==> src/rtl/des_sbox_seq.sv <==
// DES S1..S8 substitution, one 6-bit group per clock; DES_SBOX_PPERM_EN adds the P permutation on DONE entry.
// Latency 8 edges accept-to-out_valid; DONE holds data_out indefinitely until out_ready.
module des_sbox_seq #(
   parameter int NUM_BOX = 8
) (
   input  logic        clk,
   input  logic        rst_n,
   input  logic        in_valid,
   output logic        in_ready,
   input  logic [48:1] data_in,
   output logic        out_valid,
   input  logic        out_ready,
   output logic [32:1] data_out,
   output logic        busy
);
   typedef enum logic [1:0] {IDLE = 2'd0, RUN = 2'd1, DONE = 2'd2} state_t;

   // Each table is 64 nibbles, row-major (row*16+col), entry 0 in the top nibble.
   localparam logic [255:0] S1_TAB = 256'hE4D12FB83A6C5907_0F74E2D1A6CB9538_41E8D62BFC973A50_FC8249175B3EA06D;
   localparam logic [255:0] S2_TAB = 256'hF18E6B34972DC05A_3D47F28EC01A69B5_0E7BA4D158C6932F_D8A13F42B67C05E9;
   localparam logic [255:0] S3_TAB = 256'hA09E63F51DC7B428_D70934A6285ECBF1_D6498F30B12C5AE7_1AD069874FE3B52C;
   localparam logic [255:0] S4_TAB = 256'h7DE3069A1285BC4F_D8B56F03472C1AE9_A690CB7DF13E5284_3F06A1D8945BC72E;
   localparam logic [255:0] S5_TAB = 256'h2C417AB6853FD0E9_EB2C47D150FA3986_421BAD78F9C5630E_B8C71E2D6F09A453;
   localparam logic [255:0] S6_TAB = 256'hC1AF92680D34E75B_AF427C9561DE0B38_9EF528C3704A1DB6_432C95FABE17608D;
   localparam logic [255:0] S7_TAB = 256'h4B2EF08D3C975A61_D0B7491AE35C2F86_14BDC37EAF680592_6BD814A7950FE23C;
   localparam logic [255:0] S8_TAB = 256'hD2846FB1A93E50C7_1FD8A374C56B0E92_7B419CE206ADF358_21E74A8DFC90356B;

   if (NUM_BOX != 8) begin : g_num_box_check
      $error("des_sbox_seq: NUM_BOX must be 8");
   end

   function automatic logic [3:0] sbox_lookup(input logic [2:0] box, input logic [5:0] grp);
      logic [255:0] tab;
      logic [5:0]   idx;
      case (box)
         3'd0:    tab = S1_TAB;
         3'd1:    tab = S2_TAB;
         3'd2:    tab = S3_TAB;
         3'd3:    tab = S4_TAB;
         3'd4:    tab = S5_TAB;
         3'd5:    tab = S6_TAB;
         3'd6:    tab = S7_TAB;
         default: tab = S8_TAB;
      endcase
      idx = {grp[5], grp[0], grp[4:1]};
      // Top bit of entry idx sits at 255-4*idx, which is {~idx, 2'b11}.
      return tab[{~idx, 2'b11} -: 4];
   endfunction

`ifdef DES_SBOX_PPERM_EN
   localparam int P_TAB [32] = '{16,  7, 20, 21, 29, 12, 28, 17,
                                  1, 15, 23, 26,  5, 18, 31, 10,
                                  2,  8, 24, 14, 32, 27,  3,  9,
                                 19, 13, 30,  6, 22, 11,  4, 25};

   function automatic logic [32:1] p_perm(input logic [32:1] x);
      logic [32:1] y;
      y = '0;
      // DES bit n lives at vector index 33-n.
      for (int i = 1; i <= 32; i++) begin
         y[33-i] = x[33-P_TAB[i-1]];
      end
      return y;
   endfunction
`endif

   state_t      state_q, state_d;
   logic [2:0]  cnt_q, cnt_d;
   logic [48:1] din_q, din_d;
   logic [32:1] dout_q, dout_d;
   logic [5:0]  grp;
   logic [3:0]  nib;
   logic [32:1] part;

   always_comb begin
      state_d = state_q;
      cnt_d   = cnt_q;
      din_d   = din_q;
      dout_d  = dout_q;
      grp     = '0;
      part    = dout_q;
      for (int k = 0; k < 8; k++) begin
         if (cnt_q == 3'(k)) grp = din_q[48-6*k -: 6];
      end
      nib = sbox_lookup(cnt_q, grp);
      for (int k = 0; k < 8; k++) begin
         if (cnt_q == 3'(k)) part[32-4*k -: 4] = nib;
      end
      case (state_q)
         IDLE: begin
            if (in_valid) begin
               din_d   = data_in;
               cnt_d   = '0;
               state_d = RUN;
            end
         end
         RUN: begin
            cnt_d  = cnt_q + 3'd1;
            dout_d = part;
            if (cnt_q == 3'd7) begin
               state_d = DONE;
`ifdef DES_SBOX_PPERM_EN
               dout_d  = p_perm(part);
`endif
            end
         end
         DONE: begin
            if (out_ready) state_d = IDLE;
         end
         default: state_d = IDLE;
      endcase
   end

   always_ff @(posedge clk or negedge rst_n) begin
      if (!rst_n) begin
         state_q <= IDLE;
         cnt_q   <= '0;
         din_q   <= '0;
         dout_q  <= '0;
      end else begin
         state_q <= state_d;
         cnt_q   <= cnt_d;
         din_q   <= din_d;
         dout_q  <= dout_d;
      end
   end

   assign in_ready  = (state_q == IDLE);
   assign out_valid = (state_q == DONE);
   assign busy      = (state_q == RUN) || (state_q == DONE);
   assign data_out  = dout_q;
endmodule

==> config.mk <==
export PLATFORM = sky130hd
export DESIGN_NAME = des_sbox_seq
export DESIGN_NICKNAME = d
export VERILOG_FILES = /design/src/rtl/des_sbox_seq.sv
export SDC_FILE = /design/constraint.sdc
export NUM_CORES = 1
export LEC_CHECK = 0
export ABC_AREA = 1
export ABC_CLOCK_PERIOD_IN_PS = 7900
export BUFFER_PORTS_ARGS = -buffer_cell sky130_fd_sc_hd__clkbuf_2
export CAP_MARGIN = 20
export CORE_ASPECT_RATIO = 0.9
export CORE_MARGIN = 1.5
export CORE_UTILIZATION = 65
export CTS_CLUSTER_SIZE = 8
export DETAILED_ROUTE_END_ITERATION = 6
export PLACE_DENSITY = 0.86
export SLEW_MARGIN = 10
export SYNTH_ARGS = -nofsm -noshare
export SYNTH_HDL_FRONTEND = slang
export SYNTH_SLANG_ARGS = --single-unit
==> constraint.sdc <==
create_clock -name clk -period 7.9 [get_ports clk]
set_input_delay 1.58 -clock clk [delete_from_list [all_inputs] [get_ports clk]]
set_output_delay 1.58 -clock clk [all_outputs]
set_load 0.1 [all_outputs]
==> results.py <==
metrics = {
    "floorplanning": {
        "core_area_sq_um": 11400,
        "fp.dieW_um": 117,
        "die_y_um": 105,
        "die_area_sq_um": 12300,
        "ioPinCount": 87,
        "rows": 37,
        "start_util": 0.664,
    },
    "yosys": {
        "synth.ff_latch_count": 85,
        "seq_area_frac_synth": 0.281,
        "yosysTopAreaCellShare": 0.281,
        "yosysTopAreaCell": "dfrtp_1",
        "syn_area_sq_um": 7560,
        "synthesis.nets": 1209,
        "synth.avg_cell_area_sq_um": 6.63,
        "ys_async_sr_fraction": 1.00,
        "yosysUniqueCellTypes": 39,
        "synth_common_cells": "nand2_1 (342), nand3_1 (332), dfrtp_1 (85)",
        "synth_edf_count": 0,
        "synthCells": 1140,
        "yosysWarnings": 0,
        "synth_area_leaders": "dfrtp_1 (28%), nand3_1 (22%), nand2_1 (17%)",
        "ys.flop_type": "dfrtp_1",
        "synth.most_common_cell": "nand2_1",
    },
    "finish": {
        "drive_above_1_share": 0.176,
        "nets": 1244,
        "n_antenna_cell": 0,
        "area_delta_synth_final_pct": 7.68,
    },
    "timing": {
        "final_hold_viol_count": 0,
        "final.setup.tns_ns": 0,
        "setup_violations": 0,
        "rsz0062_at_grt": "no",
        "clock_skew_ns": 0.00981,
        "worstMarginPinSlew_ns": 1.21,
        "drv_slew": 0,
        "relSlewSlack": 0.193,
        "period_minus_slack_ns": 5.15,
        "fmax_mhz": 194,
        "fin_crit_sh": 0.652,
    },
    "critical_path": {
        "crit_fanout": 64,
        "crit-reg2reg-capture": "data_out[23]$_DFFE_PN0P_",
        "cp_slowest_cell": "dfrtp_1",
        "critPathTopFamily": "simple AND/OR/NAND/NOR gates",
        "crit-reg2reg-launch": "cnt_q[0]$_DFFE_PN0P_",
        "max_stage_delay_ns": 0.75,
        "cp_data_arrival_time_ns": 5.40,
        "startpoint_type": "flip-flop",
        "path_buf_inv": 2,
        "r2r_slack_ns": 2.75,
        "r2r_cells": 18,
        "path_cells": "inv_1, ha_1, nand2_2, nand2_2, inv_1, nand2_1, nand2_1, nand2_1, nand2_1, nor2_2, nor2_8, nand3_1, nand3_1, nand3_1, nand3_1, nand3_4, nand3_1, nand2_1",
        "cp.required_ns": 8.15,
        "critical_path.endpoint_type": "flip-flop",
        "timing_worst_setup_path_type": "flip-flop to flip-flop",
        "critPathLaunch": "cnt_q[0]$_DFFE_PN0P_",
    },
    "drt": {
        "routedWlPerCell_um": 24.0,
        "drcViolationCount": 133,
        "wl_met2_um": 12400,
        "routed.top_layer": "met5",
        "vias": 9151,
        "first_iter_violations": 2104,
        "met3_length_um": 5680,
        "routed_wl_um": 32100,
        "vias_per_cell": 6.85,
        "ant_nets": 0,
        "wl_met1_um": 11000,
        "dr.pass1.iters": 7,
    },
    "placed_design": {
        "port_buffers": 86,
        "gp_congestion": 1.10,
        "hpwl_um": 20400,
    },
    "clocking": {
        "ctsResizeCount": 0,
        "cts_tree": "built",
        "hold_buffers": 0,
        "numCtsBuffers": 9,
        "clk_path_buf_depth": 2,
        "cts_max_level": 3,
        "postCtsSetupRepairBufs": 0,
        "cts-root-buf": "clkbuf_16",
        "cts.sinks": 85,
        "clk_pin_slew_worst_paths_ns": 0.07,
        "clk_latency_ns": 0.36,
    },
    "global_route": {
        "grt_remaining_overflow": 0,
        "grt_antenna_before_repair": 1,
        "grt.total_usage": 0.537,
        "grt_pass1_wl_um": 49000,
        "grt_pass1_vias": 8597,
        "grt_max_degree": 87,
    },
    "hold_path": {
        "min_from": "data_out[27]$_DFFE_PN0P_",
        "min_path_cells": 2,
        "hold_path_class": "flip-flop to flip-flop",
        "min_to": "data_out[27]$_DFFE_PN0P_",
    },
    "status": {
        "outcome": "finished, violations left",
        "violations": "DRC",
    },
    "flow_run": {
        "maxCapViolCount": 0,
    },
}
## stage by stage
stage | setup slack [ns] | utilization | hold WS (ns) | instance area, sq um | cells
after floorplan | 4.82 | - | 0.471 | 7560 | 1140
after global placement | 2.95 | 0.685 | 0.463 | 7800 | 1318
after detailed placement | 3.31 | 0.687 | 0.468 | 7820 | 1319
after CTS | 3.17 | 0.713 | 0.485 | 8120 | 1334
after global routing | 2.58 | 0.715 | 0.508 | 8140 | 1335
final | 2.75 | 0.715 | 0.489 | 8140 | 1335
## worst max path at each step
stage	end	cells after the start	slack (ns)
floorplan	data_out[11]$_DFFE_PN0P_	21	4.82
global placement	data_out[3]$_DFFE_PN0P_	21	2.95
detailed placement	data_out[24]$_DFFE_PN0P_	18	3.31
CTS	data_out[18]$_DFFE_PN0P_	22	3.17
global route	data_out[23]$_DFFE_PN0P_	18	2.58
finish	data_out[23]$_DFFE_PN0P_	18	2.75
## cells by family after synthesis
kind of cell    after synthesis  share of synthesized area
buf+inv                     145                     0.0955
simple gates                799                      0.484
compound gates               50                     0.0412
mux                          44                     0.0656
flops                        85                      0.281
fa+ha+maj                    17                     0.0321
## metal layers
layer / global-route usage / vias to the layer above
met1: 0.656 / 4125
met4: 0.358 / 2
met3: 0.296 / 265
met2: 0.717 / 933
met5: 0 / -
li1: - / 3826
## registers in the layout, indices dropped and copies added, names as in the netlist
signal    cells
data_out     32
cnt_q         3
state_q       2
din_q        48
## tightest hold or removal path, stage by stage (launching register included)
cell and delay [ns]:
dfrtp_1 0.34, nand2_1 0.06, nand2_1 0.06
## area by class of cell
type | instances | area, sq um
Multi-Input combinational cell | 910 | 4710
Sequential cell | 85 | 2130
Timing Repair Buffer | 94 | 518
Fill cell | 940 | 3250
Inverter | 75 | 287
Clock inverter | 6 | 72.6
Tap cell | 156 | 195
Clock buffer | 9 | 225
## placed cells by master (no fill, tap or decap), types with 2 or more instances in the layout
cell type / count
a21oi_1: 8
a21oi_2: 2
buf_12: 2
buf_4: 7
clkbuf_16: 9
clkbuf_2: 85
clkinv_4: 3
dfrtp_1: 85
fa_1: 4
ha_1: 13
inv_1: 65
inv_2: 7
inv_4: 2
mux2_2: 44
nand2_1: 340
nand2_2: 13
nand3_1: 332
nand3_2: 4
nand3_4: 4
nand3b_1: 9
nor2_1: 75
nor2_2: 2
nor2_4: 6
o211ai_1: 3
o21ai_0: 13
o21ai_1: 15
o21ai_4: 2
o22ai_1: 2
or2_2: 9
Power is left out: the tool's default activity adds up to more than one toggle a clock period on the data nets, which glitch-free logic cannot reach.
